==> src/rtl/prob_token_sampler.sv <==
// prob_token_sampler: draws one token index from a vector of 8-bit probabilities
// by inverse-CDF sampling against a free-running 16-bit Galois LFSR.
// Optional macro PROB_SAMPLER_GREEDY_EN adds a greedy_in port that selects
// arg-max mode (ties go to the lowest index) instead of random sampling.
module prob_token_sampler #(
  parameter int          VECTOR_LEN = 4,
  parameter int          PROB_WIDTH = 8,
  parameter int          IDX_WIDTH  = $clog2(VECTOR_LEN),
  parameter int          SUM_WIDTH  = PROB_WIDTH + $clog2(VECTOR_LEN),
  parameter logic [15:0] LFSR_SEED  = 16'hACE1
) (
  input  logic                             clk,
  input  logic                             rst_n,
  input  logic                             valid_in,
  input  logic [VECTOR_LEN*PROB_WIDTH-1:0] prob_in,
`ifdef PROB_SAMPLER_GREEDY_EN
  input  logic                             greedy_in,
`endif
  output logic                             ready_out,
  output logic [IDX_WIDTH-1:0]             token_out,
  output logic [PROB_WIDTH-1:0]            token_prob,
  output logic                             zero_sum,
  output logic                             valid_out
);

  typedef enum logic [1:0] {
    IDLE = 2'd0,
    SUM  = 2'd1,
    DRAW = 2'd2,
    SCAN = 2'd3
  } state_t;

  localparam logic [IDX_WIDTH-1:0] LAST_IDX  = IDX_WIDTH'(VECTOR_LEN - 1);
  localparam logic [15:0]          LFSR_MASK = 16'hB400;

  state_t                          state_q, state_d;
  logic [VECTOR_LEN*PROB_WIDTH-1:0] probs_q, probs_d;
  logic [SUM_WIDTH-1:0]            total_q, total_d;
  logic [SUM_WIDTH-1:0]            thresh_q, thresh_d;
  logic [SUM_WIDTH-1:0]            cum_q, cum_d;
  logic [IDX_WIDTH-1:0]            idx_q, idx_d;
  logic [IDX_WIDTH-1:0]            token_q, token_d;
  logic [PROB_WIDTH-1:0]           tokenProb_q, tokenProb_d;
  logic                            zeroSum_q, zeroSum_d;
  logic                            valid_q, valid_d;
  logic                            greedy_q, greedy_d;
  logic [PROB_WIDTH-1:0]           best_q, best_d;
  logic [IDX_WIDTH-1:0]            bestIdx_q, bestIdx_d;
  logic [15:0]                     lfsr_q, lfsr_d;

  logic [PROB_WIDTH-1:0]           elem [VECTOR_LEN];
  logic [PROB_WIDTH-1:0]           curProb;
  logic [SUM_WIDTH-1:0]            curExt;
  logic [SUM_WIDTH-1:0]            cumNext;
  logic                            greedyIn;

`ifdef PROB_SAMPLER_GREEDY_EN
  assign greedyIn = greedy_in;
`else
  assign greedyIn = 1'b0;
`endif

  // Unpack the captured vector and pick out the element addressed by the walk index
  always_comb begin
    for (int i = 0; i < VECTOR_LEN; i++) begin
      elem[i] = probs_q[i*PROB_WIDTH +: PROB_WIDTH];
    end
    curProb = elem[idx_q];
    curExt  = SUM_WIDTH'(curProb);
    cumNext = cum_q + curExt;
  end

  // Next-state logic for the sampler FSM, the LFSR and all result registers
  always_comb begin
    state_d     = state_q;
    probs_d     = probs_q;
    total_d     = total_q;
    thresh_d    = thresh_q;
    cum_d       = cum_q;
    idx_d       = idx_q;
    token_d     = token_q;
    tokenProb_d = tokenProb_q;
    zeroSum_d   = zeroSum_q;
    valid_d     = 1'b0;
    greedy_d    = greedy_q;
    best_d      = best_q;
    bestIdx_d   = bestIdx_q;
    lfsr_d      = {1'b0, lfsr_q[15:1]} ^ (lfsr_q[0] ? LFSR_MASK : 16'h0000);

    unique case (state_q)
      IDLE: begin
        if (valid_in) begin
          probs_d  = prob_in;
          total_d  = '0;
          idx_d    = '0;
          greedy_d = greedyIn;
          state_d  = SUM;
        end
      end

      SUM: begin
        total_d = total_q + curExt;
        if (idx_q == LAST_IDX) begin
          idx_d   = '0;
          state_d = DRAW;
        end else begin
          idx_d = idx_q + 1'b1;
        end
      end

      DRAW: begin
        cum_d     = '0;
        idx_d     = '0;
        best_d    = '0;
        bestIdx_d = '0;
        if (greedy_q) begin
          state_d = SCAN;
        end else if (total_q == '0) begin
          token_d     = '0;
          tokenProb_d = '0;
          zeroSum_d   = 1'b1;
          valid_d     = 1'b1;
          state_d     = IDLE;
        end else begin
          thresh_d = SUM_WIDTH'(({8'h00, total_q} * {{SUM_WIDTH{1'b0}}, lfsr_q[7:0]}) >> 8);
          state_d  = SCAN;
        end
      end

      SCAN: begin
        if (greedy_q) begin
          if (curProb > best_q) begin
            best_d    = curProb;
            bestIdx_d = idx_q;
          end
          if (idx_q == LAST_IDX) begin
            token_d     = (curProb > best_q) ? idx_q : bestIdx_q;
            tokenProb_d = (curProb > best_q) ? curProb : best_q;
            zeroSum_d   = (total_q == '0);
            valid_d     = 1'b1;
            state_d     = IDLE;
          end else begin
            idx_d = idx_q + 1'b1;
          end
        end else begin
          if ((thresh_q < cumNext) || (idx_q == LAST_IDX)) begin
            token_d     = idx_q;
            tokenProb_d = curProb;
            zeroSum_d   = 1'b0;
            valid_d     = 1'b1;
            state_d     = IDLE;
          end else begin
            cum_d = cumNext;
            idx_d = idx_q + 1'b1;
          end
        end
      end

      default: state_d = IDLE;
    endcase
  end

  // State and datapath registers, all cleared (LFSR seeded) by the async reset
  always_ff @(posedge clk or negedge rst_n) begin
    if (!rst_n) begin
      state_q     <= IDLE;
      probs_q     <= '0;
      total_q     <= '0;
      thresh_q    <= '0;
      cum_q       <= '0;
      idx_q       <= '0;
      token_q     <= '0;
      tokenProb_q <= '0;
      zeroSum_q   <= 1'b0;
      valid_q     <= 1'b0;
      greedy_q    <= 1'b0;
      best_q      <= '0;
      bestIdx_q   <= '0;
      lfsr_q      <= LFSR_SEED;
    end else begin
      state_q     <= state_d;
      probs_q     <= probs_d;
      total_q     <= total_d;
      thresh_q    <= thresh_d;
      cum_q       <= cum_d;
      idx_q       <= idx_d;
      token_q     <= token_d;
      tokenProb_q <= tokenProb_d;
      zeroSum_q   <= zeroSum_d;
      valid_q     <= valid_d;
      greedy_q    <= greedy_d;
      best_q      <= best_d;
      bestIdx_q   <= bestIdx_d;
      lfsr_q      <= lfsr_d;
    end
  end

  assign ready_out  = (state_q == IDLE);
  assign token_out  = token_q;
  assign token_prob = tokenProb_q;
  assign zero_sum   = zeroSum_q;
  assign valid_out  = valid_q;

endmodule

==> config.mk <==
export PLATFORM = sky130hd
export DESIGN_NAME = prob_token_sampler
export DESIGN_NICKNAME = d
export VERILOG_FILES = /design/src/rtl/prob_token_sampler.sv
export SDC_FILE = /design/constraint.sdc
export NUM_CORES = 1
export LEC_CHECK = 0
export ABC_AREA = 1
export CAP_MARGIN = 30
export CORE_UTILIZATION = 40
export CTS_CLUSTER_DIAMETER = 40
export CTS_CLUSTER_SIZE = 40
export DETAILED_ROUTE_END_ITERATION = 10
export MAX_ROUTING_LAYER = met4
export PLACE_DENSITY_LB_ADDON = 0.15
export SLEW_MARGIN = 20
export SYNTH_ARGS = -nofsm -noshare
export SYNTH_HDL_FRONTEND = slang
export SYNTH_SLANG_ARGS = --single-unit
export TNS_END_PERCENT = 100
==> constraint.sdc <==
create_clock -name clk -period 6.9 [get_ports clk]
set_input_delay 1.38 -clock clk [delete_from_list [all_inputs] [get_ports clk]]
set_output_delay 1.38 -clock clk [all_outputs]
set_load 0.03 [all_outputs]
# == After elaboration in Yosys (flattened, before gate mapping) ==
# Index checks and enable logic that the tools add are counted.
# word_totals
memories,0
word_cells,70
ram_bits,0
in_bits,35
rom_bits,0
reg_bits,94
output_inout_bits,13
latchBits,0
# op_classes
n_eq_ne,9
shifts,0
n_reduce_logical,12
div,0
add_sub_neg,3
mux,29
n_bitwise,3
order_cmp,2
n_mul,1
# op_table
cell,count
one-hot mux 10 bit (2 select lines),2
2-to-1 mux 8 bit,4
adder 10 x 8 -> 10 bit,2
2-to-1 mux 10 bit,2
multiplier 10 x 8 -> 18 bit,1
2-to-1 mux 2 bit,9
binary-select mux 8 bit (select 2 bit),1
2-to-1 mux 16 bit,1
one-hot mux 2 bit (4 select lines),2
one-hot mux 8 bit (2 select lines),1
XOR 15 x 16 -> 16 bit,1
zero test 10 bit,1
< comparator 10 bit,1
"inequality test 2 bit, second input constant",5
AND reduction 2 bit,5
"equality test 2 bit, second input constant",3
AND reduction 3 bit,2
2-to-1 mux 1 bit,4
one-hot mux 1 bit (2 select lines),2
one-hot mux 2 bit (2 select lines),1
nonzero test 2 bit,2
"greater-or-equal comparator 3 bit, second input constant",1
NOT 2 -> 3 bit,1
"adder 2 x 1 -> 2 bit, second input constant",1
4 further kinds,4

# == Longest topological paths before layout ==
# Gate-level depths: netlist of run 1.
# logic_depth
word_depth,9
ltp_mapped,24
ltp_nobuf,23

# == Worst setup path before layout of run 1 ==
# Ideal clock, no wire load.
# synth_path
kind,register to register
start,register lfsr_q[6]
end,register thresh_q[7]
path_slack_ps,2710
arrival_ps,4073
path_stages_with_launch,19
period_less_slack_ps,4190
path_cell_list,dfstp_2 -> clkbuf_1 -> nand2_1 -> inv_1 -> fa_1 -> fa_1 -> fa_1 -> inv_1 -> fa_1 -> inv_1 -> ha_1 -> nand2_1 -> inv_1 -> a21oi_1 -> nor2_1 -> nor2_1 -> nand3_1 -> nand3_1 -> nand2_1
# synth_between
elab_chain_len,1
# synth_lines
item,line_no,rtl
"start, declared",49,"logic [15:0] lfsr_q, lfsr_d;"
"start signal, assigned",194,lfsr_q <= lfsr_d;
multiplier 10 x 8 -> 18 bit,125,"thresh_d = SUM_WIDTH'(({8'h00, total_q} * {{SUM_WIDTH{1'b0}}, lfsr_q[7:0]}) >> 8);"
"end signal, assigned",184,thresh_q <= thresh_d;
"end, declared",39,"logic [SUM_WIDTH-1:0] thresh_q, thresh_d;"
# Every way passes these cells.
# A chain may end at the register's enable or synchronous reset.

# == Worst setup path after layout of run 1 ==
# Same ends and word-level chain as after synthesis.

==> results of run 1 <==
per-layer routing:
metal  up-vias  GRT usage  wire, um
met4         0    0.03528       127
met2        92     0.2918      7629
met3        10    0.02803       656
li1       3103          -         -
met5         -          -         0
met1      2806     0.2794      8741
flip-flops by register name, summed over array words and instances (netlist names), 8 cells and up:
signal and cells:
probs_q 32, total_q 10, cum_q 10, token_prob 8
thresh_q 10, lfsr_q 16
kinds of logic after synthesis:
group,count (synthesis),synth area share
xor+xnor,15,0.01727
simple gates,469,0.2551
buf+inv,216,0.1158
fa+ha+maj,110,0.2293
flops,94,0.3105
compound gates,94,0.07204
final timing paths:
check                           start          end  slack (ps)  cells after the start
min reg2reg                lfsr_q[12]   lfsr_q[11]         350                      0
max                         lfsr_q[6]  thresh_q[7]        2590                     17
min                        lfsr_q[12]   lfsr_q[11]         350                      0
max in group asynchronous       rst_n    lfsr_q[4]        4760                      2
min in group asynchronous       rst_n     cum_q[8]         960                      1
max reg2reg                 lfsr_q[6]  thresh_q[7]        2590                     17
Yosys cell counts (5+ instances only):
cell,number
a21oi_1,27
buf_2,8
buf_4,6
buf_6,5
clkbuf_1,13
dfrtp_1,86
dfstp_2,8
fa_1,49
ha_1,61
inv_1,172
inv_2,10
nand2_1,350
nand2_2,9
nand3_1,40
nor2_1,45
nor2_4,5
o21ai_0,31
o21ai_1,5
o21ai_2,11
o22ai_1,10
xnor2_1,6
xor2_1,9
power by group through the flow:
stage,clock [mW],sequential [mW],combinational (mW)
global route,0.580,0.931,1.51
detailed placement,0,0.917,1.33
floorplan,0,0.854,1.01
global placement,0,0.922,1.32
CTS,0.560,0.908,1.33
finish,0.548,0.907,1.32
area by class of cell:
class / count / area, um2
clock buffer: 11 / 242.7
clock inverter: 5 / 81.33
fill: 1868 / 10110
inverter: 183 / 686.9
multi-input combinational: 688 / 4364
sequential: 94 / 2362
tap: 234 / 292.8
timing repair buffer: 51 / 498.0
stage by stage:
step | area [um2] | worst slack (ps) | hold WS, ps
2_1_floorplan | 7607 | 2710 | 331.2
3_3_place_gp | 8204 | 2578 | 334.4
5_1_grt | 8528 | 2298 | 365.6
3_5_place_dp | 8204 | 2563 | 338.7
6_report | 8528 | 2590 | 351.2
4_1_cts | 8528 | 2557 | 354.8
==> metrics.cfg, run 1 <==
[critical_path]
path_class = register to register
crit_buf_inv = 4
required_ps = 7140
cp_top_family = adder cells
path_cells = nand2_1 -> inv_1 -> fa_1 -> fa_1 -> fa_1 -> inv_1 -> fa_1 -> inv_1 -> ha_1 -> nand2_1 -> inv_1 -> a21oi_1 -> nor2_1 -> nor2_1 -> nand3_1 -> nand3_1 -> nand2_1
cp_slowest_cell = dfstp_2
start_kind = register
cp_slowest_stage_delay_ps = 660
endpoint_kind = register
worst-path-max-fanout = 11
cp.arrival_ps = 4550

[clock_network]
cts_setup_buffers = 0
holdBufCountCts = 0
cts_buffer_depth = 2
clock-sinks = 94
cts_tree = yes
htreeDepth = 3
cts_root_buffer = clkbuf_16
cts_resized = 0
cts_made_buffers = 9
clock_latency_ps = 350
clk_pin_slew_ps = 70

[job]
maxCapViolations = 0

[placed_design]
dpl.hpwl_um = 13190
place.gp.congestion = 0.8886
io_buffer_count = 47
dp_cells = 1250

[sta]
grt_setup_unrepaired = no
slew_headroom = 0.4487
clock_skew_ps = 5.191
drv_slew = 0
setup_viol = 0
min_period_ps = 4310
fmax_mhz = 232.0
hold_violations = 0
timing.setup.tns_ps = 0
worst-slew-pin-transition_ps = 827.0
fin_crit_sh = 0.6247

[logic_synthesis]
synth.cell_area_um2 = 7607
syn_nets = 1143
yosys_warnings = 0
synthFlopType = dfrtp_1
synth_edf_count = 0
yosysTopAreaCellShare = 0.2829
synth-seq-area-share = 0.3105
synth_area_per_cell_um2 = 7.623
async_reset_ff_frac = 1.000
synth.distinct_cells = 41
synth.area.top_cells = dfrtp_1 28%, nand2_1 17%, fa_1 13%
ys_seq_elements = 94
syn_inst = 998
yosysTopAreaCell = dfrtp_1

[grt]
grt_max_degree = 65
antenna_found_initial = 0
grt_usage = 0.1939
grt_pass1_wl_um = 29270
grt_pass1_vias = 5798
overflow = 0

[final_layout]
layout_common_cells = 350 x nand2_1, 172 x inv_1, 86 x dfrtp_1, 61 x ha_1, 49 x fa_1
final_common_cell = nand2_1
antennaDiodeCount = 0
drive_gt1_frac = 0.06880
layout.cells.non_filler = 1266
syn2layout_area_growth_pct = 12.11
post-route-util = 0.4575
fin_nets = 1172

[route]
finalWirelength_um = 17150
drtIter0Drc = 371
route.detailed.drc = 0
first_pass_iters = 5
vias = 6011
avgRoutedWirePerCell_um = 13.55
avgViaCountPerCell = 4.748
ant_nets = 0

[die]
dieHeight_um = 139.9
start_util = 0.4081
rows = 50
die-area_um2 = 19570
core_um2 = 18640
num_io_pins = 48
dieWidth_um = 139.9

[power]
p_leak_nw = 5.054
power_switching_mw = 1.257
p_int_mw = 1.517
power_mw = 2.774
max-vdd-ir-drop_v = 0.0001858
p_sw_frac = 0.4530
p_comb_frac = 0.476
p_per_area_nw_per_um2 = 325.3
p_seq_frac = 0.327
p_clk_frac = 0.197

[status]
outcome = completed

[worst_hold_path]
hold_class = register to register

No activity file was read; power rests on OpenSTA's default activity.
==> run 2, diff against run 1 <==
Clock period 6.9 ns to 4.4 ns, I/O delays scaled along.
==> metrics.cfg, run 2 (synthesis results as in run 1) <==
[sta]
setup_viol = 0  ; unchanged
fmax_mhz = 240.8  ; +3.8%
hold_violations = 0  ; unchanged
clock_skew_ps = 9.904  ; +4.712 ps
fin_crit_sh = 0.9438  ; +0.3191
worst-slew-pin-transition_ps = 600.4  ; -226.6 ps
timing.setup.tns_ps = 0  ; unchanged
min_period_ps = 4153  ; -157.5 ps
whs_ps = 354.3  ; +3.101 ps
drv_slew = 0  ; unchanged
slew_headroom = 0.5998  ; +0.1511

[route]
route.detailed.drc = 0  ; unchanged
vias = 6142  ; +2.2%
avgViaCountPerCell = 4.750  ; about the same
avgRoutedWirePerCell_um = 14.32  ; +5.7%
ant_nets = 0  ; unchanged
drtIter0Drc = 415  ; +12%
first_pass_iters = 7  ; +2
finalWirelength_um = 18520  ; +8.0%

[clock_network]
holdBufCountCts = 0  ; unchanged
clock-sinks = 94  ; unchanged
htreeDepth = 3  ; unchanged
cts_root_buffer = clkbuf_16
clk_pin_slew_ps = 70  ; about the same
cts_made_buffers = 9  ; unchanged
cts_buffer_depth = 2  ; unchanged
cts_tree = yes
clock_latency_ps = 350  ; about the same

[placed_design]
dpl.hpwl_um = 14170  ; +7.4%
place_area_um2 = 8339  ; +1.6%
place.gp.congestion = 0.8719  ; -1.9%
io_buffer_count = 47  ; unchanged

[die]
num_io_pins = 48  ; unchanged
die-area_um2 = 19570  ; unchanged
rows = 50  ; unchanged
dieHeight_um = 139.9  ; unchanged
start_util = 0.4081  ; unchanged
dieWidth_um = 139.9  ; unchanged
core_um2 = 18640  ; unchanged

[critical_path]
start_kind = register
endpoint_kind = register
path_class = register to register
r2r_start = lfsr_q[6]
worst-path-max-fanout = 6  ; -5
cp.arrival_ps = 4430  ; -120 ps
r2r_slack_ps = 250  ; -2340 ps
rr_worst_depth = 18  ; +1
crit_path_start = lfsr_q[6]
required_ps = 4680  ; -2460 ps
r2r-end = thresh_q[7]

[final_layout]
largest_reg_flops = 32  ; unchanged
fin_area_um2 = 8736  ; +2.4%
fillers = 1896  ; +1.5%
seq_area_um2 = 2367  ; +0.21%
final_common_cell = nand2_1
drive_gt1_frac = 0.1020  ; +0.03318
top_regs = probs_q (32), lfsr_q (16)
antennaDiodeCount = 0  ; unchanged
post-route-util = 0.4686  ; +0.01114
fin_nets = 1199  ; +2.3%
top_register = probs_q
syn2layout_area_growth_pct = 14.84
layout_common_cells = 349 x nand2_1, 172 x inv_1, 82 x dfrtp_1, 58 x ha_1, 49 x fa_1
multiInputGateArea_um2 = 4387  ; +0.52%

[power]
power_mw = 4.464  ; +61%
max-vdd-ir-drop_v = 0.0002573  ; +38%
p_per_area_nw_per_um2 = 511.0  ; +57%
p_leak_nw = 5.181  ; +2.5%

[grt]
grt_pass1_wl_um = 30160  ; +3.0%
grt_use_met1 = 0.2871  ; +0.007687
antenna_found_initial = 0  ; unchanged
overflow = 0  ; unchanged
grt_max_degree = 44  ; -32%
busiest_layer = met2
grt_pass1_vias = 5845  ; +0.81%
grtUsageMet3 = 0.02667  ; -0.001368
grt_usage = 0.2029  ; +0.008946
grt_use_met2 = 0.3111  ; +0.01921

[status]
outcome = completed

[worst_hold_path]
hold_path_end = lfsr_q[8]
hold_path_depth = 0  ; unchanged
hold_class = register to register
hp-start = lfsr_q[9]

[job]
maxCapViolations = 0  ; unchanged

## run 2: cell types whose count changed in the layout (fill, tap and decap cells not counted), moves of 2 or more
cell / before / now
dfrtp_1: 86 / 82
ha_1: 61 / 58
buf_4: 5 / 29
ha_2: 0 / 3
dfrtp_2: 0 / 4
clkbuf_2: 0 / 2
## run 2: critical path, cell delays in order, from the launching register on
cell,delay (ps)
dfstp_2,590
nand2_1,60
inv_1,80
fa_1,450
fa_1,530
fa_1,550
inv_1,50
fa_1,520
inv_1,40
ha_1,340
nand2_1,180
inv_1,80
a21oi_2,170
nor2_1,60
nor2_1,120
nand2_1,70
nand2_1,60
nand3_1,60
nand2_1,70
## run 2: report_power, final
| part | switching [mW] | internal, mW |
|---|---|---|
| Sequential | 0.214 | 1.12 |
| Clock | 0.342 | 0.458 |
| Combinational | 1.48 | 0.848 |
## run 2: worst max path at each step
stage / slack, ps / cells after the start / endpoint
after floorplan: 210 / 18 / thresh_q[7]
after global placement: 240 / 17 / thresh_q[7]
after detailed placement: 170 / 17 / thresh_q[7]
after CTS: 160 / 18 / thresh_q[7]
after global routing: -9 / 18 / thresh_q[7]
final: 250 / 18 / thresh_q[7]
## run 2: area by class of cell
class	instances	share of cell area
repair buffers	78	0.08021
multi-input cells	688	0.5021
clock inverters	5	0.006732
clock buffers	11	0.02779
flip-flops and latches	94	0.2710
well taps	234	0.03351
inverters	183	0.07863
## run 2: through the flow
step,cells,setup WS [ps]
floorplan,998,209.6
global placement,1268,242.7
detailed placement,1268,173.0
CTS,1284,155.9
global route,1293,-9.177
finish,1293,247.2
## run 2: routing by layer
| layer | part of all wire | vias up |
|---|---|---|
| met5 | 0 | - |
| met4 | 0.0095 | 0 |
| met3 | 0.023 | 12 |
| met2 | 0.46 | 82 |
| met1 | 0.50 | 2906 |
| li1 | - | 3142 |
## run 2: what timing repair did
action / 4_1_cts / 5_1_grt
gates resized for setup: 0 / 12
setup buffers: 0 / 9
setup endpoints to repair: 0 / 8
hold endpoints to repair: 0 / 0
